**src/rtl/dpram_arb.sv**
```systemverilog
// Two-requester round-robin arbiter in front of a single-port RAM.
// Optional power-on RAM clear when DPRAM_ARB_CLEAR_EN is defined.
module dpram_arb #(
    parameter int ADDR_W = 8,
    parameter int DATA_W = 8
) (
    input  logic              clk,
    input  logic              rst,
    input  logic              a_req,
    input  logic              a_we,
    input  logic [ADDR_W-1:0] a_addr,
    input  logic [DATA_W-1:0] a_wdata,
    input  logic              b_req,
    input  logic              b_we,
    input  logic [ADDR_W-1:0] b_addr,
    input  logic [DATA_W-1:0] b_wdata,
    output logic              a_gnt,
    output logic              b_gnt,
    output logic              a_rvalid,
    output logic              b_rvalid,
    output logic [DATA_W-1:0] a_rdata,
    output logic [DATA_W-1:0] b_rdata,
    output logic              ram_en,
    output logic              ram_we,
    output logic [ADDR_W-1:0] ram_addr,
    output logic [DATA_W-1:0] ram_wdata,
    input  logic [DATA_W-1:0] ram_rdata,
    output logic              busy
);

    logic              last_b;
    logic              rd_pend;
    logic              rd_tag;
    logic              clearing;
    logic [ADDR_W-1:0] clr_addr;
    logic              clr_act;
    logic              run;

`ifdef DPRAM_ARB_CLEAR_EN
    typedef enum logic {CLEAR, RUN} state_t;
    state_t state;

    always_ff @(posedge clk) begin
        if (rst) begin
            state    <= CLEAR;
            clr_addr <= '0;
            busy     <= 1'b1;
        end else if (state == CLEAR) begin
            clr_addr <= clr_addr + 1'b1;
            if (clr_addr == '1) begin
                state <= RUN;
                busy  <= 1'b0;
            end
        end
    end

    assign clearing = (state == CLEAR);
`else
    assign clearing = 1'b0;
    assign clr_addr = '0;
    assign busy     = 1'b0;
`endif

    // reset gates everything combinational so nothing leaks out mid-reset
    assign clr_act = clearing & ~rst;
    assign run     = ~clearing & ~rst;

    assign a_gnt = run & a_req & (~b_req | last_b);
    assign b_gnt = run & b_req & (~a_req | ~last_b);

    always_comb begin
        ram_en    = 1'b0;
        ram_we    = 1'b0;
        ram_addr  = '0;
        ram_wdata = '0;
        unique case (1'b1)
            clr_act: begin
                ram_en   = 1'b1;
                ram_we   = 1'b1;
                ram_addr = clr_addr;
            end
            a_gnt: begin
                ram_en    = 1'b1;
                ram_we    = a_we;
                ram_addr  = a_addr;
                ram_wdata = a_wdata;
            end
            b_gnt: begin
                ram_en    = 1'b1;
                ram_we    = b_we;
                ram_addr  = b_addr;
                ram_wdata = b_wdata;
            end
            default: ;
        endcase
    end

    // one-deep read pipeline; rd_tag says which side owns the returning data
    always_ff @(posedge clk) begin
        if (rst) begin
            last_b  <= 1'b1;
            rd_pend <= 1'b0;
            rd_tag  <= 1'b0;
        end else begin
            rd_pend <= (a_gnt & ~a_we) | (b_gnt & ~b_we);
            rd_tag  <= b_gnt;
            if (a_gnt)
                last_b <= 1'b0;
            else if (b_gnt)
                last_b <= 1'b1;
        end
    end

    assign a_rvalid = ~rst & rd_pend & ~rd_tag;
    assign b_rvalid = ~rst & rd_pend & rd_tag;
    assign a_rdata  = a_rvalid ? ram_rdata : '0;
    assign b_rdata  = b_rvalid ? ram_rdata : '0;

endmodule
```
**config.mk**
```make
export PLATFORM = sky130hd
export DESIGN_NAME = dpram_arb
export DESIGN_NICKNAME = d
export VERILOG_FILES = /design/src/rtl/dpram_arb.sv
export SDC_FILE = /design/constraint.sdc
export NUM_CORES = 1
export LEC_CHECK = 0
export CORE_MARGIN = 2
export CORE_UTILIZATION = 26
export DETAILED_ROUTE_END_ITERATION = 7
export HOLD_SLACK_MARGIN = 0.03
export PLACE_DENSITY = 0.92
export SETUP_SLACK_MARGIN = 0.4
export SYNTH_ARGS = -nofsm -noshare
export SYNTH_HDL_FRONTEND = slang
export SYNTH_SLANG_ARGS = --single-unit
```
**constraint.sdc**
```tcl
create_clock -name clk -period 1.5 [get_ports clk]
set_clock_uncertainty 0.05 [all_clocks]
set_input_delay 0.3 -clock clk [delete_from_list [all_inputs] [get_ports clk]]
set_output_delay 0.3 -clock clk [all_outputs]
set_load 0.01 [all_outputs]
```
==> impl_metrics.py, run 1 <==
metrics = {
    "synth": {
        "synth_top_area_share_pct": 31.8,
        "synth_top_cell_by_area": "nand2b_1",
        "synth_edf_count": 0,
        "syn_area_um2": 668,
        "synth_nets": 143,
        "yosys_warnings": 0,
        "synthDistinctLibCells": 18,
        "ys_ff_latch": 3,
        "synth_seq_area_share_pct": 8.99,
        "post-synth-top-count-cell": "nand2b_1",
        "syn_avg_cell_area_um2": 6.89,
        "synth_area_leaders": "nand2b_1 (32%), o32ai_1 (24%), and2_1 (15%)",
        "synth_commonest_cells": "nand2b_1 (34), o32ai_1 (18), and2_1 (16), clkbuf_1 (9), nor2_1 (4)",
        "async_flop_share_pct": 0,
        "yosys_most_used_dff": "dfxtp_1",
        "synthCells": 97,
    },
    "clocking": {
        "cts_htree_levels": 1,
        "cts_buffers": 3,
        "cts_sinks": 3,
        "cts-root-buf": "clkbuf_4",
        "clock_path_buffers": 2,
    },
    "floorplan": {
        "start_util_pct": 27.2,
        "rows": 18,
        "ioPinCount": 85,
        "fp.dieW_um": 54.7,
        "die_h_um": 54.7,
    },
    "run_status": {
        "status": "aborted with a tool error",
        "firstError": "[ERROR DPL-0038] Utilization greater than 100%, impossible to legalize",
        "haltStage": "global routing (5_1_grt)",
    },
    "placed_design": {
        "io_buffers": 83,
        "gp_congestion": 0.723,
        "dp_hpwl_um": 2940,
        "dp_cells": 207,
    },
    "timing": {
        "endpoint_type": "top-level output",
        "worst_endpoint": "ram_wdata[1]",
    },
    "global_routing": {
        "grt_max_degree": 24,
    },
}
-- what timing repair did --
item                                    in CTS
buffers inserted                            15
endpoints found under the setup margin      41
cloned                                       3
resized for setup                          202
pin swaps                                   10
endpoints found under the hold margin        0
hold buffers                                 0
-- metrics by stage --
stage | hold WS, ps | area (um2) | worst slack, ps
CTS | 422 | 2320 | -238
detailed placement | 554 | 2100 | -1220
global placement | 532 | 2100 | -1170
floorplan | 427 | 1270 | 306
-- cells by family after synthesis --
kind of cell           Yosys count  share of synthesized area, %
other                            1                         0.561
buffers and inverters           13                          8.24
flip-flops                       3                          8.99
AND/OR/NAND/NOR                 60                          55.8
AO/OA/AOI/OAI                   20                          26.4
==> run 2: changes to the inputs <==
- CORE_AREA: default -> 2 2 63 65
- CORE_MARGIN: 2 -> default
- CORE_UTILIZATION: 26 -> default
- DIE_AREA: default -> 0 0 65 67
- HOLD_SLACK_MARGIN: 0.03 -> default
- PLACE_DENSITY: 0.92 -> default
- PLACE_DENSITY_LB_ADDON: default -> 0.15
- SETUP_SLACK_MARGIN: 0.4 -> default
==> run 2 against run 1 <==
The flow now finishes, with violations (setup timing). Area after synthesis unchanged. Synthesized cell count unchanged.
==> impl_metrics.py, run 2 <==
metrics = {
    "setup_path": {
        "cp_data_required_time_ps": 1150,
        "cpMaxStageDelayCell": "dfxtp_4",
        "crit_path_start_kind": "register",
        "crit_fanout": 7,
        "rr_worst_depth": 4,
        "path_delay_family": "flip-flops",
        "critPathArrivalTime_ps": 1230,
        "crit_type": "register to output pin",
        "cp_slowest_stage_delay_ps": 350,
        "crit_buf_inv": 2,
        "crit_chain": "a21bo_4 > buf_8 > o32ai_4 > buf_2",
        "end_kind": "output pin",
        "path_depth": 4,
    },
    "min_path": {
        "whs_path_depth": 4,
        "min_path_type": "primary input to register",
    },
    "timing": {
        "final_hold_viol_count": 0,
        "fmax_ghz": 0.633,
        "setup_slack_ps": -80.0,
        "fin_crit_sh_pct": 105,
        "drv_slew": 0,
        "rsz0062_at_grt": "true",
        "finalSetupViolCount": 24,
        "period_needed_ps": 1580,
    },
    "placed_design": {
        "gp_congestion": 0.633,
        "dpl-instance-area_um2": 1580,
        "io_buffers": 83,
        "dp_hpwl_um": 2100,
        "dp_slack_ps": -823,
    },
    "synth": {
        "syn_area_um2": 668,
        "ys_ff_latch": 3,
        "synth_area_leaders": "nand2b_1 (32%), o32ai_1 (24%), and2_1 (15%)",
        "synth_edf_count": 0,
        "async_flop_share_pct": 0,
        "yosys_warnings": 0,
        "synth_nets": 143,
        "synth_commonest_cells": "nand2b_1 (34), o32ai_1 (18), and2_1 (16), clkbuf_1 (9), nor2_1 (4)",
        "synthDistinctLibCells": 18,
        "synth_top_area_share_pct": 31.8,
        "synth_seq_area_share_pct": 8.99,
        "yosys_most_used_dff": "dfxtp_1",
        "post-synth-top-count-cell": "nand2b_1",
        "synth_top_cell_by_area": "nand2b_1",
        "syn_avg_cell_area_um2": 6.89,
        "synthCells": 97,
    },
    "clocking": {
        "cts_tree": "done",
        "cts-root-buf": "clkbuf_8",
        "cts_buffers": 3,
        "clk_pin_slew_worst_paths_ps": 30,
        "cts_htree_levels": 1,
        "clkLatencyLatePin_ps": 220,
        "clock_path_buffers": 2,
        "cts_sinks": 3,
    },
    "finish": {
        "nNetsFinal": 236,
        "syn_to_final_growth_pct": 178,
        "drive_gt1_share_pct": 49.7,
        "final_common_cell": "clkdlybuf4s50_1",
        "reg.largest.list": "last_b x1, rd_pend x1, rd_tag x1",
        "diodes": 0,
        "mostFrequentLayoutCells": "clkdlybuf4s50_1 (35), nand2b_1 (33), buf_2 (25)",
        "finalInstanceArea_um2": 1860,
    },
    "job": {
        "cap_violations": 0,
    },
    "routing": {
        "firstDrtPassIters": 4,
        "viasPerCell": 4.49,
        "wl_per_cell_um": 13.4,
        "vias": 1065,
        "drt_iter0_markers": 38,
        "drc": 0,
        "antenna_left": 0,
        "wirelength_um": 3170,
    },
    "floorplan": {
        "die_h_um": 67,
        "start_util_pct": 18.5,
        "coreArea_um2": 3610,
        "fp.dieW_um": 65,
        "ioPinCount": 85,
        "rows": 22,
        "dieArea_um2": 4360,
    },
    "global_routing": {
        "grt_max_degree": 21,
        "grt_overflow": 0,
        "grt_pass1_wl_um": 4950,
        "grt_pass1_vias": 1110,
        "grt_use_total_pct": 14.7,
        "antenna_found_initial": 0,
    },
    "power_and_ir_drop": {
        "p_total_mw": 0.765,
        "power_leakage_nw": 0.826,
        "p_per_area_nw_per_um2": 412,
        "peakVddDrop_uv": 176,
    },
    "run_status": {
        "violations": "setup timing",
        "status": "finished, violations left",
    },
}
run 2: cell counts after synthesis:
No cell type changed its count.
run 2: through the flow:
stage	cells	TNS (ps)	hold slack [ps]	utilization [%]
after floorplan	97	0	410	-
after global placement	224	-27770	432	43.8
after detailed placement	224	-29270	453	43.8
after CTS	237	-1010	404	47.4
after global routing	237	-2270	419	51.6
final	237	-1250	403	51.6
run 2: layout make-up:
type                            instances  area, um2
Fill cell                             356       1750
Timing Repair Buffer                   99        905
Multi-Input combinational cell         82        777
Sequential cell                         3       68.8
Tap cell                               48       60.1
Clock buffer                            4       45.0
Inverter                                1       3.75
run 2: where the power goes:
group	leakage [nW]	switching, mW	internal, mW
clock network	0.0228	0.0549	0.181
registers	0.0260	0.00649	0.0855
logic	0.777	0.175	0.262
run 2: worst paths after layout:
kind	start	endpoint	slack (ps)
hold reg to reg	last_b	last_b	470
setup reg to reg	last_b	rd_pend	380
setup / recovery	last_b	ram_wdata[6]	-80
hold / removal	rst	rd_tag	400
run 2: kinds of logic (layout without fill, tap and decap cells):
logic type / Yosys count / count (layout) / synth area share, %
AOI/OAI and AO/OA: 20 / 20 / 26.4
other: 1 / 1 / 0.561
and+or+nand+nor: 60 / 61 / 55.8
buffers and inverters: 13 / 104 / 8.24
DFF: 3 / 3 / 8.99
run 2: metal layers:
layer / vias to the layer above / wire, um / GRT usage, %
met1: 465 / 1300 / 16.1
li1: 527 / - / -
met3: 6 / 358 / 4.05
met2: 67 / 1470 / 25.9
met5: - / 0 / 0
met4: 0 / 43 / 7.18
run 2: timing repair:
action / CTS / global route
gates resized for setup: 200 / 41
buffers inserted: 5 / 0
hold buffers: 0 / 0
gates cloned: 4 / 0
setup endpoints to repair: 38 / 35
pin swaps: 8 / 14
run 2: tightest hold or removal path: cells and delay by family:
family | cells | cell delay (ps)
buffers and inverters | 3 | 300
AND/OR/NAND/NOR | 1 | 30
Note: power is estimated with default switching activity, not from simulation.
